$ cat src/rtl/stats_pkg.sv
// Shared types and helpers for the statistics engine: mode and FSM state
// encodings plus a constant-foldable ceil(log2) used for sizing.
package stats_pkg;

    typedef enum logic [1:0] {
        MODE_SUM   = 2'b00,
        MODE_AVG   = 2'b01,
        MODE_SUMSQ = 2'b10,
        MODE_STD   = 2'b11
    } mode_e;

    typedef enum logic [3:0] {
        IDLE,
        LOADN,
        LOADS,
        READY,
        ACCUM,
        DIV,
        VAR,
        SQRT,
        DONE
    } state_e;

    function automatic int clog2(input int value);
        int r;
        r = 0;
        for (int i = 0; i < 31; i++) begin
            if ((1 << i) < value) r = i + 1;
        end
        return r;
    endfunction

endpackage

$ cat src/rtl/stats_isqrt.sv
// Bit-serial integer square root: one result bit per cycle, MSB first,
// keeping a bit only if the trial root squared still fits under the radicand.
module stats_isqrt
    import stats_pkg::*;
#(
    parameter int  RW = 14,
    localparam int HW = (RW + 1) / 2,
    localparam int BW = (clog2(HW) < 1) ? 1 : clog2(HW)
) (
    input  logic          clk_i,
    input  logic          rst_i,
    input  logic          start_i,
    input  logic [RW-1:0] radicand_i,
    output logic          done_o,
    output logic [HW-1:0] root_o
);

    logic            run_q, run_d;
    logic            done_q, done_d;
    logic [BW-1:0]   bit_q, bit_d;
    logic [RW-1:0]   x_q, x_d;
    logic [HW-1:0]   root_q, root_d;
    logic [HW-1:0]   trial;
    logic [2*HW-1:0] trial_w;
    logic [2*HW-1:0] trial_sq;
    logic            fits;

    assign trial    = root_q | (HW'(1) << bit_q);
    assign trial_w  = (2*HW)'(trial);
    assign trial_sq = trial_w * trial_w;
    assign fits     = trial_sq <= (2*HW)'(x_q);

    always_comb begin
        run_d  = run_q;
        done_d = 1'b0;
        bit_d  = bit_q;
        x_d    = x_q;
        root_d = root_q;
        if (start_i) begin
            run_d  = 1'b1;
            bit_d  = BW'(HW - 1);
            x_d    = radicand_i;
            root_d = '0;
        end else if (run_q) begin
            if (fits) root_d = trial;
            if (bit_q == '0) begin
                run_d  = 1'b0;
                done_d = 1'b1;
            end else begin
                bit_d = bit_q - BW'(1);
            end
        end
    end

    always_ff @(posedge clk_i or posedge rst_i) begin
        if (rst_i) begin
            run_q  <= 1'b0;
            done_q <= 1'b0;
            bit_q  <= '0;
        end else begin
            run_q  <= run_d;
            done_q <= done_d;
            bit_q  <= bit_d;
        end
    end

    always_ff @(posedge clk_i) begin
        x_q    <= x_d;
        root_q <= root_d;
    end

    assign done_o = done_q;
    assign root_o = root_q;

endmodule

$ cat src/rtl/stats_engine.sv
// Sample loader and statistics engine: sum, average, sum of squares and
// standard deviation over up to DEPTH samples, result read out bytewise.
module stats_engine
    import stats_pkg::*;
#(
    parameter int  W     = 5,
    parameter int  DEPTH = 10,
    localparam int RW    = 2 * W + clog2(DEPTH),
    localparam int NB    = (RW + 7) / 8,
    localparam int BSW   = (clog2(NB) < 1) ? 1 : clog2(NB)
) (
    input  logic           myClock,
    input  logic           RESET,
    input  logic           load,
    input  logic [W-1:0]   din,
    input  logic           clear,
    input  logic           start,
    input  logic [1:0]     mode,
    input  logic [BSW-1:0] byte_sel,
    output logic [7:0]     dout,
    output logic           busy,
    output logic           done,
    output logic           err
);

    localparam int IW = clog2(DEPTH + 1);
    localparam int AW = clog2(DEPTH);
    localparam int CW = clog2(RW);
    localparam int HW = (RW + 1) / 2;

    state_e          state_q, state_d;
    mode_e           mode_q, mode_d;
    logic [IW-1:0]   n_q, n_d;
    logic [IW-1:0]   idx_q, idx_d;
    logic            err_q, err_d;
    logic            busy_q, busy_d;
    logic            done_q, done_d;
    logic            phase_q, phase_d;
    logic [CW-1:0]   cnt_q, cnt_d;
    logic [RW-1:0]   result_q, result_d;

    logic [W-1:0]    sample_q [DEPTH];
    logic [RW-1:0]   sum_q, sum_d;
    logic [RW-1:0]   sumsq_q, sumsq_d;
    logic [RW-1:0]   rem_q, rem_d;
    logic [RW-1:0]   quo_q, quo_d;
    logic [W-1:0]    avg_q, avg_d;

    logic            samp_we;
    logic            n_ok;
    logic [W-1:0]    cur_x;
    logic [RW-1:0]   x_ext;
    logic [RW-1:0]   x_sq;
    logic signed [W:0] dev_s;
    logic [W:0]      dev_mag;
    logic [RW-1:0]   dev_sq;
    logic [RW:0]     rem_sh;
    logic [RW:0]     n_ext;
    logic            div_ge;
    logic [RW-1:0]   div_rem;
    logic [RW-1:0]   div_quo;
    logic            div_last;
    logic            sq_start;
    logic            sq_done;
    logic [HW-1:0]   sq_root;
    logic [8*NB-1:0] res_pad;

    assign n_ok    = (din != '0) && (32'(din) <= 32'(DEPTH));
    assign cur_x   = sample_q[idx_q[AW-1:0]];
    assign x_ext   = RW'(cur_x);
    assign x_sq    = x_ext * x_ext;

    // Deviation from the floored mean, squared; signed so |x-avg| is exact.
    assign dev_s   = $signed({1'b0, cur_x}) - $signed({1'b0, avg_q});
    assign dev_mag = (dev_s < 0) ? $unsigned(-dev_s) : $unsigned(dev_s);
    assign dev_sq  = RW'(dev_mag) * RW'(dev_mag);

    // Restoring divider step, shared by the mean and variance divisions.
    assign rem_sh   = {rem_q, quo_q[RW-1]};
    assign n_ext    = (RW+1)'(n_q);
    assign div_ge   = rem_sh >= n_ext;
    assign div_rem  = div_ge ? RW'(rem_sh - n_ext) : RW'(rem_sh);
    assign div_quo  = {quo_q[RW-2:0], div_ge};
    assign div_last = cnt_q == CW'(RW - 1);

    always_comb begin
        state_d  = state_q;
        mode_d   = mode_q;
        n_d      = n_q;
        idx_d    = idx_q;
        err_d    = err_q;
        busy_d   = busy_q;
        done_d   = done_q;
        phase_d  = phase_q;
        cnt_d    = cnt_q;
        result_d = result_q;
        sum_d    = sum_q;
        sumsq_d  = sumsq_q;
        rem_d    = rem_q;
        quo_d    = quo_q;
        avg_d    = avg_q;
        samp_we  = 1'b0;
        sq_start = 1'b0;

        case (state_q)
            IDLE, LOADN: begin
                if (start) err_d = 1'b1;
                if (load) begin
                    if (n_ok) begin
                        n_d     = IW'(din);
                        idx_d   = '0;
                        state_d = LOADS;
                    end else begin
                        err_d   = 1'b1;
                        state_d = LOADN;
                    end
                end
            end
            LOADS: begin
                if (start) err_d = 1'b1;
                if (load) begin
                    samp_we = 1'b1;
                    idx_d   = idx_q + IW'(1);
                    if (idx_q + IW'(1) == n_q) state_d = READY;
                end
            end
            READY, DONE: begin
                if (start) begin
                    state_d = ACCUM;
                    mode_d  = mode_e'(mode);
                    busy_d  = 1'b1;
                    done_d  = 1'b0;
                    idx_d   = '0;
                    sum_d   = '0;
                    sumsq_d = '0;
                end
            end
            ACCUM: begin
                if (idx_q < n_q) begin
                    sum_d   = sum_q + x_ext;
                    sumsq_d = sumsq_q + x_sq;
                    idx_d   = idx_q + IW'(1);
                end else if (mode_q == MODE_SUM || mode_q == MODE_SUMSQ) begin
                    state_d  = DONE;
                    busy_d   = 1'b0;
                    done_d   = 1'b1;
                    result_d = (mode_q == MODE_SUM) ? sum_q : sumsq_q;
                end else begin
                    state_d = DIV;
                    phase_d = 1'b0;
                    cnt_d   = '0;
                    rem_d   = '0;
                    quo_d   = sum_q;
                end
            end
            DIV: begin
                rem_d = div_rem;
                quo_d = div_quo;
                cnt_d = cnt_q + CW'(1);
                if (div_last) begin
                    if (!phase_q) begin
                        avg_d = div_quo[W-1:0];
                        if (mode_q == MODE_AVG) begin
                            state_d  = DONE;
                            busy_d   = 1'b0;
                            done_d   = 1'b1;
                            result_d = div_quo;
                        end else begin
                            state_d = VAR;
                            idx_d   = '0;
                            sumsq_d = '0;
                        end
                    end else begin
                        sq_start = 1'b1;
                        state_d  = SQRT;
                    end
                end
            end
            VAR: begin
                if (idx_q < n_q) begin
                    sumsq_d = sumsq_q + dev_sq;
                    idx_d   = idx_q + IW'(1);
                end else begin
                    state_d = DIV;
                    phase_d = 1'b1;
                    cnt_d   = '0;
                    rem_d   = '0;
                    quo_d   = sumsq_q;
                end
            end
            SQRT: begin
                if (sq_done) begin
                    state_d  = DONE;
                    busy_d   = 1'b0;
                    done_d   = 1'b1;
                    result_d = RW'(sq_root);
                end
            end
            default: state_d = IDLE;
        endcase

        // Clear wins over every other request, but never interrupts a computation.
        if (clear && !busy_q) begin
            state_d = LOADN;
            n_d     = '0;
            idx_d   = '0;
            err_d   = 1'b0;
            done_d  = 1'b0;
            busy_d  = 1'b0;
            samp_we = 1'b0;
        end
    end

    always_ff @(posedge myClock or posedge RESET) begin
        if (RESET) begin
            state_q  <= IDLE;
            mode_q   <= MODE_SUM;
            n_q      <= '0;
            idx_q    <= '0;
            err_q    <= 1'b0;
            busy_q   <= 1'b0;
            done_q   <= 1'b0;
            phase_q  <= 1'b0;
            cnt_q    <= '0;
            result_q <= '0;
        end else begin
            state_q  <= state_d;
            mode_q   <= mode_d;
            n_q      <= n_d;
            idx_q    <= idx_d;
            err_q    <= err_d;
            busy_q   <= busy_d;
            done_q   <= done_d;
            phase_q  <= phase_d;
            cnt_q    <= cnt_d;
            result_q <= result_d;
        end
    end

    always_ff @(posedge myClock) begin
        sum_q   <= sum_d;
        sumsq_q <= sumsq_d;
        rem_q   <= rem_d;
        quo_q   <= quo_d;
        avg_q   <= avg_d;
        if (samp_we) sample_q[idx_q[AW-1:0]] <= din;
    end

    stats_isqrt #(.RW(RW)) u_isqrt (
        .clk_i      (myClock),
        .rst_i      (RESET),
        .start_i    (sq_start),
        .radicand_i (div_quo),
        .done_o     (sq_done),
        .root_o     (sq_root)
    );

    assign res_pad = (8*NB)'(result_q);

    always_comb begin
        dout = 8'h00;
        if (32'(byte_sel) < 32'(NB)) dout = 8'(res_pad >> {byte_sel, 3'b000});
    end

    assign busy = busy_q;
    assign done = done_q;
    assign err  = err_q;

endmodule

$ cat config.mk
export PLATFORM = sky130hd
export DESIGN_NAME = stats_engine
export DESIGN_NICKNAME = d
export VERILOG_FILES = /design/src/rtl/stats_pkg.sv /design/src/rtl/stats_isqrt.sv /design/src/rtl/stats_engine.sv
export SDC_FILE = /design/constraint.sdc
export NUM_CORES = 1
export LEC_CHECK = 0
export ABC_AREA = 1
export CAP_MARGIN = 20
export CORE_MARGIN = 1.5
export CORE_UTILIZATION = 39
export CTS_CLUSTER_DIAMETER = 100
export DETAILED_ROUTE_END_ITERATION = 7
export PLACE_DENSITY = 0.61
export SLEW_MARGIN = 30
export SYNTH_ARGS = -nofsm -noshare
export SYNTH_HDL_FRONTEND = slang
export SYNTH_SLANG_ARGS = --single-unit
$ cat constraint.sdc
create_clock -name myClock -period 14.9 [get_ports myClock]
set_clock_uncertainty 0.2 [all_clocks]
set_input_delay 2.235 -clock myClock [delete_from_list [all_inputs] [get_ports myClock]]
set_output_delay 2.235 -clock myClock [all_outputs]
set_load 0.01 [all_outputs]
==> impl_metrics.csv <==
group,metric,value,unit
run_status,status,"completed",
grt,grt_pass1_wl,50.1,mm
critical_path,required,14900,ps
grt,grt_max_degree,42,
clock_tree,cts-hold-fix-buffers,0,
timing,worst_pin_slew,916,ps
clock_tree,ctsRootBufferMaster,"clkbuf_16",
die,rows,66,
clock_tree,cts-resized-gates,0,
flow_run,timing.max_cap.violations,0,
cells_and_area,nets,1728,
critical_path,startpoint_type,"flop",
clock_tree,cts_tree,"done",
cells_and_area,fill_cells,3208,
drt,drc,0,
timing,min_period,8070,ps
clock_tree,cts_setup_buffers,0,
yosys,synth_seq_cells,173,
placement,gp_congestion,0.873,
drt,wl,30.4,mm
drt,drtIter0Drc,675,
drt,viasPerCell,5.07,
placement,dpl.hpwl,23.2,mm
timing,maxSlewViolCount,0,
yosys,ys.flop_type,"edfxtp_1",
cells_and_area,diodes,0,
die,initial_core_util,39.4,%
die,num_io_pins,24,
clock_tree,htree_levels,4,
clock_tree,clk_latency,440,ps
critical_path,crit_type,"flop to flop",
drt,num_vias,10219,
cells_and_area,drive_above_1_share,5.15,%
min_path,hold_path_class,"flop to flop",
timing,final_hold_viol_count,0,
timing,fin_tns_setup,0,ps
yosys,yosysSeqAreaShare,38.6,%
timing,setup_viol,0,
critical_path,end_kind,"flop",
die,die_w,184,um
clock_tree,numCtsBuffers,17,
clock_tree,cts_num_sinks,173,
drt,ant_nets,0,
die,die-height,184,um
yosys,netlist_instances,1541,
grt,grt_pass1_vias,9877,
die,coreArea,32400,um2
drt,drt_first_pass_iters,5,
die,die-area,33800,um2
yosys,async_flop_share,23.7,%
timing,fmax,124,MHz
drt,avgRoutedWirePerCell,15.1,um
yosys,syn_area,12800,um2
clock_tree,clk_pin_slew,80,ps
yosys,synth-edff-count,125,
critical_path,cp.arrival,8070,ps
grt,antenna_found_initial,0,
placement,port_buffers,23,
grt,grt_usage,18.9,%
timing,relSlewSlack,39.0,%
cells_and_area,areaGrowthSynthToFinish,10.3,%
yosys,syn_avg_cell_area,8.28,um2
timing,layout_worst_path_cycle_share,54.2,%
clock_tree,cts_buffer_depth,2,
timing,rsz0062_at_grt,"no",
yosys,yosys_warnings,0,
grt,grt_overflow,0,
critical_path,worstPathMaxFanout,31,
yosys,synth_cell_type_count,51,
## per-stage QoR
step | hold slack, ps | worst slack [ps] | utilization [%] | area [um2] | cells
2_1_floorplan | 227 | 8280 | - | 12800 | 1543
3_5_place_dp | 235 | 6930 | 41.5 | 13400 | 1984
3_3_place_gp | 237 | 7100 | 41.5 | 13400 | 1984
4_1_cts | 256 | 6860 | 43.5 | 14100 | 2016
5_1_grt | 272 | 6300 | 43.5 | 14100 | 2016
6_report | 255 | 6830 | 43.5 | 14100 | 2016
## state kept, by name (all words and copies together) (netlist names), 5 cells and up
signal,cells
sum_q,14
avg_q,5
u_isqrt.root_o,7
sumsq_q,14
sample_q,50
quo_q,14
u_isqrt.x_q,14
rem_q,14
result_q,14
## cells by family (layout without fill, tap and decap cells)
logic type	after synthesis	after routing	share of synthesized area, %
AND/OR/NAND/NOR	630	630	20.8
AO/OA/AOI/OAI	259	259	11.7
XOR/XNOR	33	33	2.27
multiplexers	3	3	0.265
adder cells (fa/ha/maj)	154	154	17.6
buffers and inverters	288	319	8.80
other	1	3	0.0294
flip-flops	173	173	38.6
## critical path, cell delays in order, from the launching register on
cell,delay [ps]
dfrtp_1,940
inv_1,620
o21ai_0,320
o22ai_1,90
nand2_1,60
nand3_1,310
inv_1,250
fa_1,500
ha_1,230
or2_2,300
xor2_1,300
nor2_1,90
fa_1,480
inv_1,70
fa_1,540
inv_1,60
fa_1,530
inv_1,50
fa_1,500
inv_1,40
ha_1,340
a21o_1,190
a21boi_0,230
nand2_1,130
a21oi_1,190
nand2_1,70
nand3_1,80
nand2_1,70
## routing by layer
metal  GRT usage, %  wire, um
met1           25.9     14500
met2           31.6     14200
met3           2.87      1380
met4           3.57       230
met5              0         0
## Yosys cell counts (11+ instances only)
library cell | n | area, um2
xor2_1 | 27 | 236
o21ai_0 | 101 | 505
fa_1 | 43 | 861
nand2_1 | 343 | 1290
edfxtp_1 | 125 | 3750
inv_1 | 254 | 953
ha_1 | 111 | 1390
a21oi_1 | 79 | 395
nand3_1 | 86 | 430
clkbuf_1 | 15 | 56.3
o22ai_1 | 15 | 93.8
dfrtp_1 | 41 | 1030
nand4_1 | 15 | 93.8
nor3_1 | 19 | 95.1
o211ai_1 | 18 | 135
nand2_2 | 11 | 68.8
nor2_1 | 133 | 499
## final cells by class
type | count | area [um2] | share of cell area (%)
multi-input cells | 1082 | 6730 | 47.8
flip-flops and latches | 173 | 4920 | 35.0
clock buffers | 18 | 439 | 3.12
repair buffers | 27 | 260 | 1.85
clock inverters | 14 | 188 | 1.33
inverters | 260 | 980 | 6.96
well taps | 442 | 553 | 3.93
## worst paths after layout
path,startpoint,end,slack (ps),cells after the start
hold / removal,quo_q[8]$_DFFE_PP_,u_isqrt.x_q[9]$_DFFE_PP_,260,0
hold reg to reg,quo_q[8]$_DFFE_PP_,u_isqrt.x_q[9]$_DFFE_PP_,260,0
max in group asynchronous,RESET,cnt_q[0]$_DFFE_PP0P_,11980,2
setup reg to reg,idx_q[0]$_DFFE_PP0P_,sumsq_q[12]$_DFFE_PP_,6830,27
setup / recovery,idx_q[0]$_DFFE_PP0P_,sumsq_q[12]$_DFFE_PP_,6830,27
min in group asynchronous,RESET,phase_q$_DFFE_PP0P_,2040,2
## cell usage in the layout (no fill, tap or decap), drive strengths merged, types with 4 or more instances in the layout
master / n
clkinv: 5
or2: 10
o221ai: 7
o211ai: 18
nand3b: 5
a21boi: 4
buf: 4
clkbuf: 18
fa: 43
clkdlybuf4s50: 23
o21ai: 109
nand2: 354
nor2: 138
nand3: 86
a21oi: 79
a21o: 5
nor3: 19
xor2: 27
nand4: 15
inv: 267
a31oi: 5
edfxtp: 125
xnor2: 6
o22ai: 15
dfxtp: 7
ha: 111
o21bai: 6
dfrtp: 41
Power is left out: the tool's default activity adds up to more than one toggle a clock period on the data nets, which glitch-free logic cannot reach.
